--- src/rtl/div_unit_if.sv ---
// rtl/div_unit_if.sv - divide request/result bundle between the EX stage and div_unit
interface div_unit_if;
    logic        start_i;
    logic        signed_div_i;
    logic [31:0] opdata1_i;
    logic [31:0] opdata2_i;
    logic        annul_i;
    logic [63:0] result_o;
    logic        ready_o;

    modport master (
        output start_i, signed_div_i, opdata1_i, opdata2_i, annul_i,
        input  result_o, ready_o
    );

    modport slave (
        input  start_i, signed_div_i, opdata1_i, opdata2_i, annul_i,
        output result_o, ready_o
    );
endinterface

--- src/rtl/div_unit.sv ---
// rtl/div_unit.sv - 32-cycle restoring DIV/DIVU unit; DIV_UNIT_ANNUL_EN enables annul_i cancel
module div_unit (
    input  logic       clk,
    input  logic       rst,
    div_unit_if.slave  bus
);

    typedef enum logic [1:0] {
        S_IDLE   = 2'd0,
        S_BYZERO = 2'd1,
        S_ON     = 2'd2,
        S_END    = 2'd3
    } state_e;

    state_e      state_q, state_d;
    logic [4:0]  cnt_q, cnt_d;
    logic [31:0] rem_q, rem_d;
    logic [31:0] quo_q, quo_d;
    logic [31:0] dvs_q, dvs_d;
    logic        neg_quo_q, neg_quo_d;
    logic        neg_rem_q, neg_rem_d;
    logic        ready_q, ready_d;
    logic [63:0] result_q, result_d;

    logic        annul_eff;
`ifdef DIV_UNIT_ANNUL_EN
    assign annul_eff = bus.annul_i;
`else
    logic annul_unused;
    assign annul_unused = bus.annul_i;
    assign annul_eff    = 1'b0;
`endif

    logic [31:0] mag1, mag2;
    logic [32:0] shift_w;
    logic [33:0] sub_w;
    logic        borrow_w;
    logic [31:0] rem_nxt, quo_nxt, rem_fix, quo_fix;

    assign mag1 = (bus.signed_div_i && bus.opdata1_i[31]) ? (~bus.opdata1_i + 32'd1) : bus.opdata1_i;
    assign mag2 = (bus.signed_div_i && bus.opdata2_i[31]) ? (~bus.opdata2_i + 32'd1) : bus.opdata2_i;

    // quo_q doubles as the dividend shift register: its MSB feeds the partial remainder
    assign shift_w  = {rem_q, quo_q[31]};
    assign sub_w    = {1'b0, shift_w} - {2'b00, dvs_q};
    assign borrow_w = sub_w[33];
    assign rem_nxt  = borrow_w ? shift_w[31:0] : sub_w[31:0];
    assign quo_nxt  = {quo_q[30:0], ~borrow_w};
    assign quo_fix  = neg_quo_q ? (~quo_nxt + 32'd1) : quo_nxt;
    assign rem_fix  = neg_rem_q ? (~rem_nxt + 32'd1) : rem_nxt;

    always_comb begin
        state_d   = state_q;
        cnt_d     = cnt_q;
        rem_d     = rem_q;
        quo_d     = quo_q;
        dvs_d     = dvs_q;
        neg_quo_d = neg_quo_q;
        neg_rem_d = neg_rem_q;
        ready_d   = ready_q;
        result_d  = result_q;

        if (annul_eff) begin
            state_d  = S_IDLE;
            ready_d  = 1'b0;
            result_d = 64'd0;
        end else begin
            case (state_q)
                S_IDLE: begin
                    ready_d  = 1'b0;
                    result_d = 64'd0;
                    if (bus.start_i) begin
                        if (bus.opdata2_i == 32'd0) begin
                            state_d = S_BYZERO;
                        end else begin
                            state_d   = S_ON;
                            cnt_d     = 5'd0;
                            rem_d     = 32'd0;
                            quo_d     = mag1;
                            dvs_d     = mag2;
                            neg_quo_d = bus.signed_div_i && (bus.opdata1_i[31] ^ bus.opdata2_i[31]);
                            neg_rem_d = bus.signed_div_i && bus.opdata1_i[31];
                        end
                    end
                end
                S_BYZERO: begin
                    result_d = 64'd0;
                    if (!bus.start_i) begin
                        state_d = S_IDLE;
                        ready_d = 1'b0;
                    end else begin
                        state_d = S_END;
                        ready_d = 1'b1;
                    end
                end
                S_ON: begin
                    if (!bus.start_i) begin
                        state_d  = S_IDLE;
                        ready_d  = 1'b0;
                        result_d = 64'd0;
                    end else begin
                        rem_d = rem_nxt;
                        quo_d = quo_nxt;
                        cnt_d = cnt_q + 5'd1;
                        if (cnt_q == 5'd31) begin
                            state_d  = S_END;
                            ready_d  = 1'b1;
                            result_d = {rem_fix, quo_fix};
                        end
                    end
                end
                S_END: begin
                    if (!bus.start_i) begin
                        state_d  = S_IDLE;
                        ready_d  = 1'b0;
                        result_d = 64'd0;
                    end
                end
                default: begin
                    state_d  = S_IDLE;
                    ready_d  = 1'b0;
                    result_d = 64'd0;
                end
            endcase
        end
    end

    always_ff @(posedge clk) begin
        if (rst) begin
            state_q   <= S_IDLE;
            cnt_q     <= 5'd0;
            rem_q     <= 32'd0;
            quo_q     <= 32'd0;
            dvs_q     <= 32'd0;
            neg_quo_q <= 1'b0;
            neg_rem_q <= 1'b0;
            ready_q   <= 1'b0;
            result_q  <= 64'd0;
        end else begin
            state_q   <= state_d;
            cnt_q     <= cnt_d;
            rem_q     <= rem_d;
            quo_q     <= quo_d;
            dvs_q     <= dvs_d;
            neg_quo_q <= neg_quo_d;
            neg_rem_q <= neg_rem_d;
            ready_q   <= ready_d;
            result_q  <= result_d;
        end
    end

    assign bus.ready_o  = ready_q;
    assign bus.result_o = result_q;

endmodule

--- src/flat_wrapper.sv ---
// flat-port wrapper written by rule: the top's interface ports become plain ports
module div_unit_flat 
  (clk, rst, bus_start_i, bus_signed_div_i, bus_opdata1_i, bus_opdata2_i, bus_annul_i, bus_result_o, bus_ready_o);
  div_unit_if bus_i ();
  input  logic clk;
  input  logic rst;
  input wire logic [$bits(bus_i.start_i)-1:0] bus_start_i;
  input wire logic [$bits(bus_i.signed_div_i)-1:0] bus_signed_div_i;
  input wire logic [$bits(bus_i.opdata1_i)-1:0] bus_opdata1_i;
  input wire logic [$bits(bus_i.opdata2_i)-1:0] bus_opdata2_i;
  input wire logic [$bits(bus_i.annul_i)-1:0] bus_annul_i;
  output wire logic [$bits(bus_i.result_o)-1:0] bus_result_o;
  output wire logic [$bits(bus_i.ready_o)-1:0] bus_ready_o;
  assign bus_i.start_i = bus_start_i;
  assign bus_i.signed_div_i = bus_signed_div_i;
  assign bus_i.opdata1_i = bus_opdata1_i;
  assign bus_i.opdata2_i = bus_opdata2_i;
  assign bus_i.annul_i = bus_annul_i;
  assign bus_result_o = bus_i.result_o;
  assign bus_ready_o = bus_i.ready_o;
  div_unit u_core (.clk(clk), .rst(rst), .bus(bus_i));
endmodule
--- config.mk ---
export PLATFORM = sky130hd
export DESIGN_NAME = div_unit_flat
export DESIGN_NICKNAME = d
export VERILOG_FILES = /design/src/rtl/div_unit_if.sv /design/src/rtl/div_unit.sv /design/src/flat_wrapper.sv
export SDC_FILE = /design/constraint.sdc
export NUM_CORES = 1
export LEC_CHECK = 0
export CORE_MARGIN = 2
export CORE_UTILIZATION = 53
export DETAILED_ROUTE_END_ITERATION = 16
export PLACE_DENSITY = 0.76
export SLEW_MARGIN = 20
export SYNTH_ARGS = -nofsm -noshare
export SYNTH_HDL_FRONTEND = slang
export SYNTH_SLANG_ARGS = --single-unit
--- constraint.sdc ---
create_clock -name clk -period 8 [get_ports clk]
set_input_delay 1.6 -clock clk [delete_from_list [all_inputs] [get_ports clk]]
set_output_delay 1.6 -clock clk [all_outputs]
set_load 0.01 [all_outputs]
# ---- Yosys cells after proc, flatten, opt, wreduce, memory -nomap -nowiden
# Index checks and enable logic that the tools add are counted.
dict set report word_totals {
  memories 0
  regBits 170
  latch_bits 0
  output_inout_bits 65
  ramBits 0
  rom_bits 0
}
dict set report op_classes {
  n_addsub 6
  bitwise 7
  order_cmp 0
  n_eq_ne 9
  multipliers 0
  reduce_logical 11
  div_mod_pow 0
  mux 33
  shifts 0
}
# operator count
set ops {}
lappend ops {{two-way mux 32 bit} 11}
lappend ops {{two-way mux 64 bit} 3}
lappend ops {{case mux 64 bit (3 select lines)} 1}
lappend ops {{adder 32 x 1 -> 32 bit (second input constant)} 4}
lappend ops {{inverter 32 bit} 4}
lappend ops {{case mux 32 bit (2 select lines)} 2}
lappend ops {{subtractor 33 x 32 -> 34 bit} 1}
lappend ops {{logical NOT 32 bit} 1}
lappend ops {{two-way mux 5 bit} 3}
lappend ops {{two-way mux 2 bit} 6}
lappend ops {{case mux 5 bit (2 select lines)} 1}
lappend ops {{!= test 2 bit (second input constant)} 4}
lappend ops {{case mux 2 bit (4 select lines)} 1}
lappend ops {{AND reduction 3 bit} 2}
lappend ops {{adder 5 x 1 -> 5 bit (second input constant)} 1}
lappend ops {{== test 5 bit (second input constant)} 1}
lappend ops {{== test 2 bit (second input constant)} 2}
lappend ops {{two-way mux 1 bit} 4}
lappend ops {{case mux 1 bit (4 select lines)} 1}
lappend ops {{AND reduction 4 bit} 1}
lappend ops {{logical AND 1 bit} 3}
lappend ops {{!= test 3 x 2 -> 1 bit (second input constant)} 1}
lappend ops {{== test 2 x 1 -> 1 bit (second input constant)} 1}
lappend ops {{logical NOT 2 bit} 1}
lappend ops {{5 further kinds} 6}

# ---- Logic depth before layout (Yosys ltp)
dict set report depth {
  depth_word 8
  mapped_depth 28
  ltp_nobuf 21
}

# ---- Least setup slack after synthesis
# Ideal clock, no wire load.
dict set report synth_path {
  path_kind {register to register}
  startpoint {reg u_core.dvs_q[16]}
  endpoint {reg u_core.result_q[60] (netlist: u_core.bus.result_o[60])}
  synth_period_minus_slack_ns 5.088
  stages_incl_launch_ff 28
  path_buffers 7
  setup_slack_ns 2.912
  t_arrival_ns 4.971
  setup_time_ns 0.117
  path_cell_list {dfxtp_1 > inv_1 > ha_1 > buf_2 > nand4_1 > nor3_1 > o21ai_1 > a311oi_2 > or2_1 > buf_6 > buf_6 > clkbuf_1 > clkbuf_1 > clkbuf_1 > a21oi_1 > inv_1 > ha_1 > inv_1 > nor3_1 > nand2_1 > nor3_1 > a31oi_1 > a21o_1 > or4b_1 > clkbuf_1 > o31ai_1 > xnor2_1 > a22o_1}
}
dict set report synth_via {
  elab_chain_cells 8
}
# item line_no
set synth_lines {}
lappend synth_lines {{start, declared} div_unit.sv:19} ;# logic [31:0] dvs_q, dvs_d;
lappend synth_lines {{start signal, assigned} div_unit.sv:144} ;# dvs_q <= dvs_d;
lappend synth_lines {{subtractor 33 x 32 -> 34 bit (*)} div_unit.sv:45} ;# assign sub_w = {1'b0, shift_w} - {2'b00, dvs_q};
lappend synth_lines {{two-way mux 32 bit (*)} div_unit.sv:47} ;# assign rem_nxt = borrow_w ? shift_w[31:0] : sub_w[31:0];
lappend synth_lines {{inverter 32 bit} div_unit.sv:50} ;# assign rem_fix = neg_rem_q ? (~rem_nxt + 32'd1) : rem_nxt;
lappend synth_lines {{adder 32 x 1 -> 32 bit} div_unit.sv:50}
lappend synth_lines {{two-way mux 32 bit (*)} div_unit.sv:50}
lappend synth_lines {{two-way mux 64 bit (*)} div_unit.sv:105} ;# if (cnt_q == 5'd31) begin
lappend synth_lines {{two-way mux 64 bit (*)} div_unit.sv:97} ;# if (!bus.start_i) begin
lappend synth_lines {{case mux 64 bit (3 select lines) (*)} div_unit.sv:68} ;# case (state_q)
lappend synth_lines {{end signal, assigned} div_unit.sv:148} ;# result_q <= result_d;
lappend synth_lines {{end, declared} div_unit.sv:23} ;# logic [63:0] result_q, result_d;
# Mark *: on every way between the ends. The rest lies on a longest branch, timed or not. The select of a mux whose other input is x is not followed.
# A chain may end at the register's enable or synchronous reset.

# ---- Worst setup path in the final report
dict set report layout_path {
  startpoint {reg u_core.rem_q[14]}
  endpoint {reg u_core.result_q[61] (netlist: u_core.bus.result_o[61])}
}
dict set report layout_via {
  elab_chain_cells 8
}
# item line_no
set layout_lines {}
lappend layout_lines {{start, declared} div_unit.sv:17} ;# logic [31:0] rem_q, rem_d;
lappend layout_lines {{start signal, assigned} div_unit.sv:142} ;# rem_q <= rem_d;
lappend layout_lines {{subtractor 33 x 32 -> 34 bit} div_unit.sv:45}
lappend layout_lines {{two-way mux 32 bit (*)} div_unit.sv:47}
lappend layout_lines {{inverter 32 bit} div_unit.sv:50}
lappend layout_lines {{adder 32 x 1 -> 32 bit} div_unit.sv:50}
lappend layout_lines {{two-way mux 32 bit (*)} div_unit.sv:50}
lappend layout_lines {{two-way mux 64 bit (*)} div_unit.sv:105}
lappend layout_lines {{two-way mux 64 bit (*)} div_unit.sv:97}
lappend layout_lines {{case mux 64 bit (3 select lines) (*)} div_unit.sv:68}
# Marks and branches as above.

==> results.sh <==
export IMPL_via_count=11200
export IMPL_die_area_mm2=0.02269
export IMPL_core_area_mm2=0.02109
export IMPL_total_power_mw=3.668
export IMPL_totalWireLength_um=33890
export IMPL_peakVddDrop_mv=0.3184
export IMPL_die_w_um=150.6
export IMPL_io_pin_count=134
export IMPL_viasPerCell=6.147
export IMPL_gr_usage_all_layers=0.3021
export IMPL_setup_ws_ns=2.725
export IMPL_rr_worst_depth=14
export IMPL_synth_area_leaders="dfxtp_1 30%, nor2_1 6.8%, xnor2_1 6.6%"
export IMPL_syn_inst=1464
export IMPL_nNetsFinal=1645
export IMPL_cts_htree_levels=4
export IMPL_die_height_um=150.6
export IMPL_synth_top_area_cell="dfxtp_1"
export IMPL_clock_sinks=170
export IMPL_drtPass1Iterations=6
export IMPL_cts_resized=0
export IMPL_synthDistinctLibCells=84
export IMPL_drc=0
export IMPL_hold_viol=0
export IMPL_arrival_ns=5.62
export IMPL_layout_min_cycle_time_ns=5.275
export IMPL_fmax_mhz=189.6
export IMPL_pre_cts_ws_ns=2.282
export IMPL_worstSetupPathType="register to register"
export IMPL_yosys_warnings=0
export IMPL_maxCapViolations=0
export IMPL_postLayoutCellArea_mm2=0.01339
export IMPL_place_congestion=0.8966
export IMPL_rsz0062_at_grt="no"
export IMPL_critical_path_max_fanout=49
export IMPL_grt_pass1_vias=10210
export IMPL_end_kind="register"
export IMPL_cts_inserted_buffers=17
export IMPL_yosys_top_cells_count="207 x nor2_1, 170 x dfxtp_1, 131 x nand2_1"
export IMPL_ctsHoldBuffers=0
export IMPL_period_share=0.6594
export IMPL_synth_edf_count=0
export IMPL_antenna_found_initial=0
export IMPL_floorplan_initialDensity=0.5405
export IMPL_postRouteAntennaNets=0
export IMPL_holdPathStages=2
export IMPL_tns_ns=0
export IMPL_grt_overflow_total=0
export IMPL_area_growth_pct=17.48
export IMPL_synth_top_area_share=0.2986
export IMPL_postCtsSetupRepairBufs=0
export IMPL_grt_max_degree=67
export IMPL_setup_viol=0
export IMPL_cts_tree="built"
export IMPL_layout_drive_gt1_share=0.05433
export IMPL_insertion_delay_ns=0.44
export IMPL_post_dp_cell_area_mm2=0.01278
export IMPL_syn_area_per_cell_um2=7.785
export IMPL_worstMarginPinSlew_ns=1.032
export IMPL_grt_pass1_wl_um=53840
export IMPL_fin_worst_skew_ns=0.01322
export IMPL_ys_seq_elements=170
export IMPL_start_kind="register"
export IMPL_clkSlewWorstSetupHoldPaths_ns=0.07
export IMPL_worstPathRequired_ns=8.34
export IMPL_hpwlAfterDp_um=25410
export IMPL_wl_per_cell_um=18.60
export IMPL_drt_iter0_markers=966
export IMPL_fp_row_count=53
export IMPL_hp_class="register to register"
export IMPL_max_slew_margin=0.3092
export IMPL_io_buffers=132
export IMPL_yosysMostFrequentCell="nor2_1"
export IMPL_power_density_mw_per_mm2=273.9
export IMPL_async_reset_ff_frac=0
export IMPL_synth_area_mm2=0.01140
export IMPL_seq_area_frac_synth=0.2986
export IMPL_outcome="finished, final reports clean"
export IMPL_syn_nets=1576
export IMPL_synth_main_ff_cell="dfxtp_1"
export IMPL_slew_viol_final=0
export IMPL_clock_path_buffers=2
export IMPL_p_leak_nw=5.296
export IMPL_root_buffer="clkbuf_16"
-- flip-flops by register name (all words and copies together) (netlist names) --
signal,cells
u_core.rem_q,32
u_core.neg_quo_q,1
u_core.dvs_q,32
u_core.neg_rem_q,1
u_core.bus.ready_o,1
u_core.cnt_q,5
u_core.quo_q,32
u_core.state_q,2
u_core.bus.result_o,64
-- worst max-delay path, stage by stage (launching register included) --
cell and delay [ns]:
dfxtp_1 0.39, ha_1 0.54, nand4_1 0.29, nor3_1 0.23, o21ai_1 0.14, a311oi_2 0.48, or2_1 0.28, buf_4 0.50
inv_2 0.47, or4_1 0.67, a21oi_2 0.24, nand4_1 0.22, o41ai_2 0.43, xnor2_1 0.10, a22o_1 0.20
-- worst paths after layout --
kind / from / slack [ns] / endpoint
setup / recovery: u_core.rem_q[14]$_SDFFE_PP0P_ / 2.72 / u_core.bus.result_o[61]$_SDFFE_PP0P_
hold / removal: u_core.dvs_q[31]$_SDFFE_PP0P_ / 0.46 / u_core.dvs_q[31]$_SDFFE_PP0P_
setup reg to reg: u_core.rem_q[14]$_SDFFE_PP0P_ / 2.72 / u_core.bus.result_o[61]$_SDFFE_PP0P_
hold reg to reg: u_core.dvs_q[31]$_SDFFE_PP0P_ / 0.46 / u_core.dvs_q[31]$_SDFFE_PP0P_
-- cell families (layout without fill, tap and decap cells) --
family / after synthesis / after routing / share of synthesized area
xor gates and xnor gates: 133 / 133 / 0.1022
DFF: 170 / 170 / 0.2986
AOI/OAI and AO/OA: 433 / 433 / 0.2734
other: 0 / 1 / 0
and+or+nand+nor: 516 / 516 / 0.2105
buffers and inverters: 157 / 239 / 0.05665
adders and majority gates: 43 / 43 / 0.04786
muxes: 12 / 12 / 0.01087
-- metal layers --
layer | GRT usage | up-vias | wire length, um
met2 | 0.5080 | 389 | 16280
met4 | 0.1061 | 0 | 1057
li1 | - | 5472 | -
met1 | 0.3898 | 5272 | 14350
met3 | 0.05303 | 66 | 2206
met5 | 0 | - | 0
-- power breakdown --
part	internal (mW)	total [mW]	switching, mW
clock	0.449	0.856	0.407
combinational	0.630	1.74	1.11
sequential	0.959	1.07	0.112
total	2.04	3.67	1.63
-- area by class of cell --
class / instances / area [um^2]
Tap cell: 275 / 344.1
Multi-Input combinational cell: 1137 / 7395
Inverter: 65 / 244.0
Clock buffer: 17 / 425.4
Fill cell: 1919 / 7699
Antenna cell: 1 / 2.502
Timing Repair Buffer: 142 / 1394
Sequential cell: 170 / 3403
Clock inverter: 15 / 181.4
-- layout by cell type, fill, tap and decap left out, types with 11 or more instances in the layout --
cell type / synthesis / final
nor2_1: 207 / 206
dfxtp_1: 170 / 170
nand2_1: 131 / 131
clkdlybuf4s50_1: 0 / 131
xnor2_1: 86 / 86
o21ai_0: 75 / 74
a21oi_1: 69 / 69
inv_1: 64 / 64
a22oi_1: 63 / 63
xor2_1: 47 / 47
ha_1: 42 / 42
a222oi_1: 32 / 32
a211oi_1: 32 / 31
a22o_1: 26 / 26
nor3_1: 26 / 25
or3_1: 25 / 25
nand3_1: 25 / 24
o31ai_1: 21 / 21
clkbuf_16: 0 / 17
a21o_1: 16 / 16
or4_1: 15 / 15
nand4_1: 14 / 14
a31oi_1: 12 / 12
and2_1: 12 / 11
buf_4: 1 / 11
-- per-stage QoR --
step           utilization  instances  hold WS (ns)
2_1_floorplan            -       1464        0.4319
3_3_place_gp        0.6057       1789        0.4454
3_5_place_dp        0.6060       1789        0.4523
4_1_cts             0.6347       1821        0.4609
5_1_grt             0.6348       1821        0.4848
6_report            0.6349       1822        0.4620
Note: power is estimated with default switching activity, not from simulation.
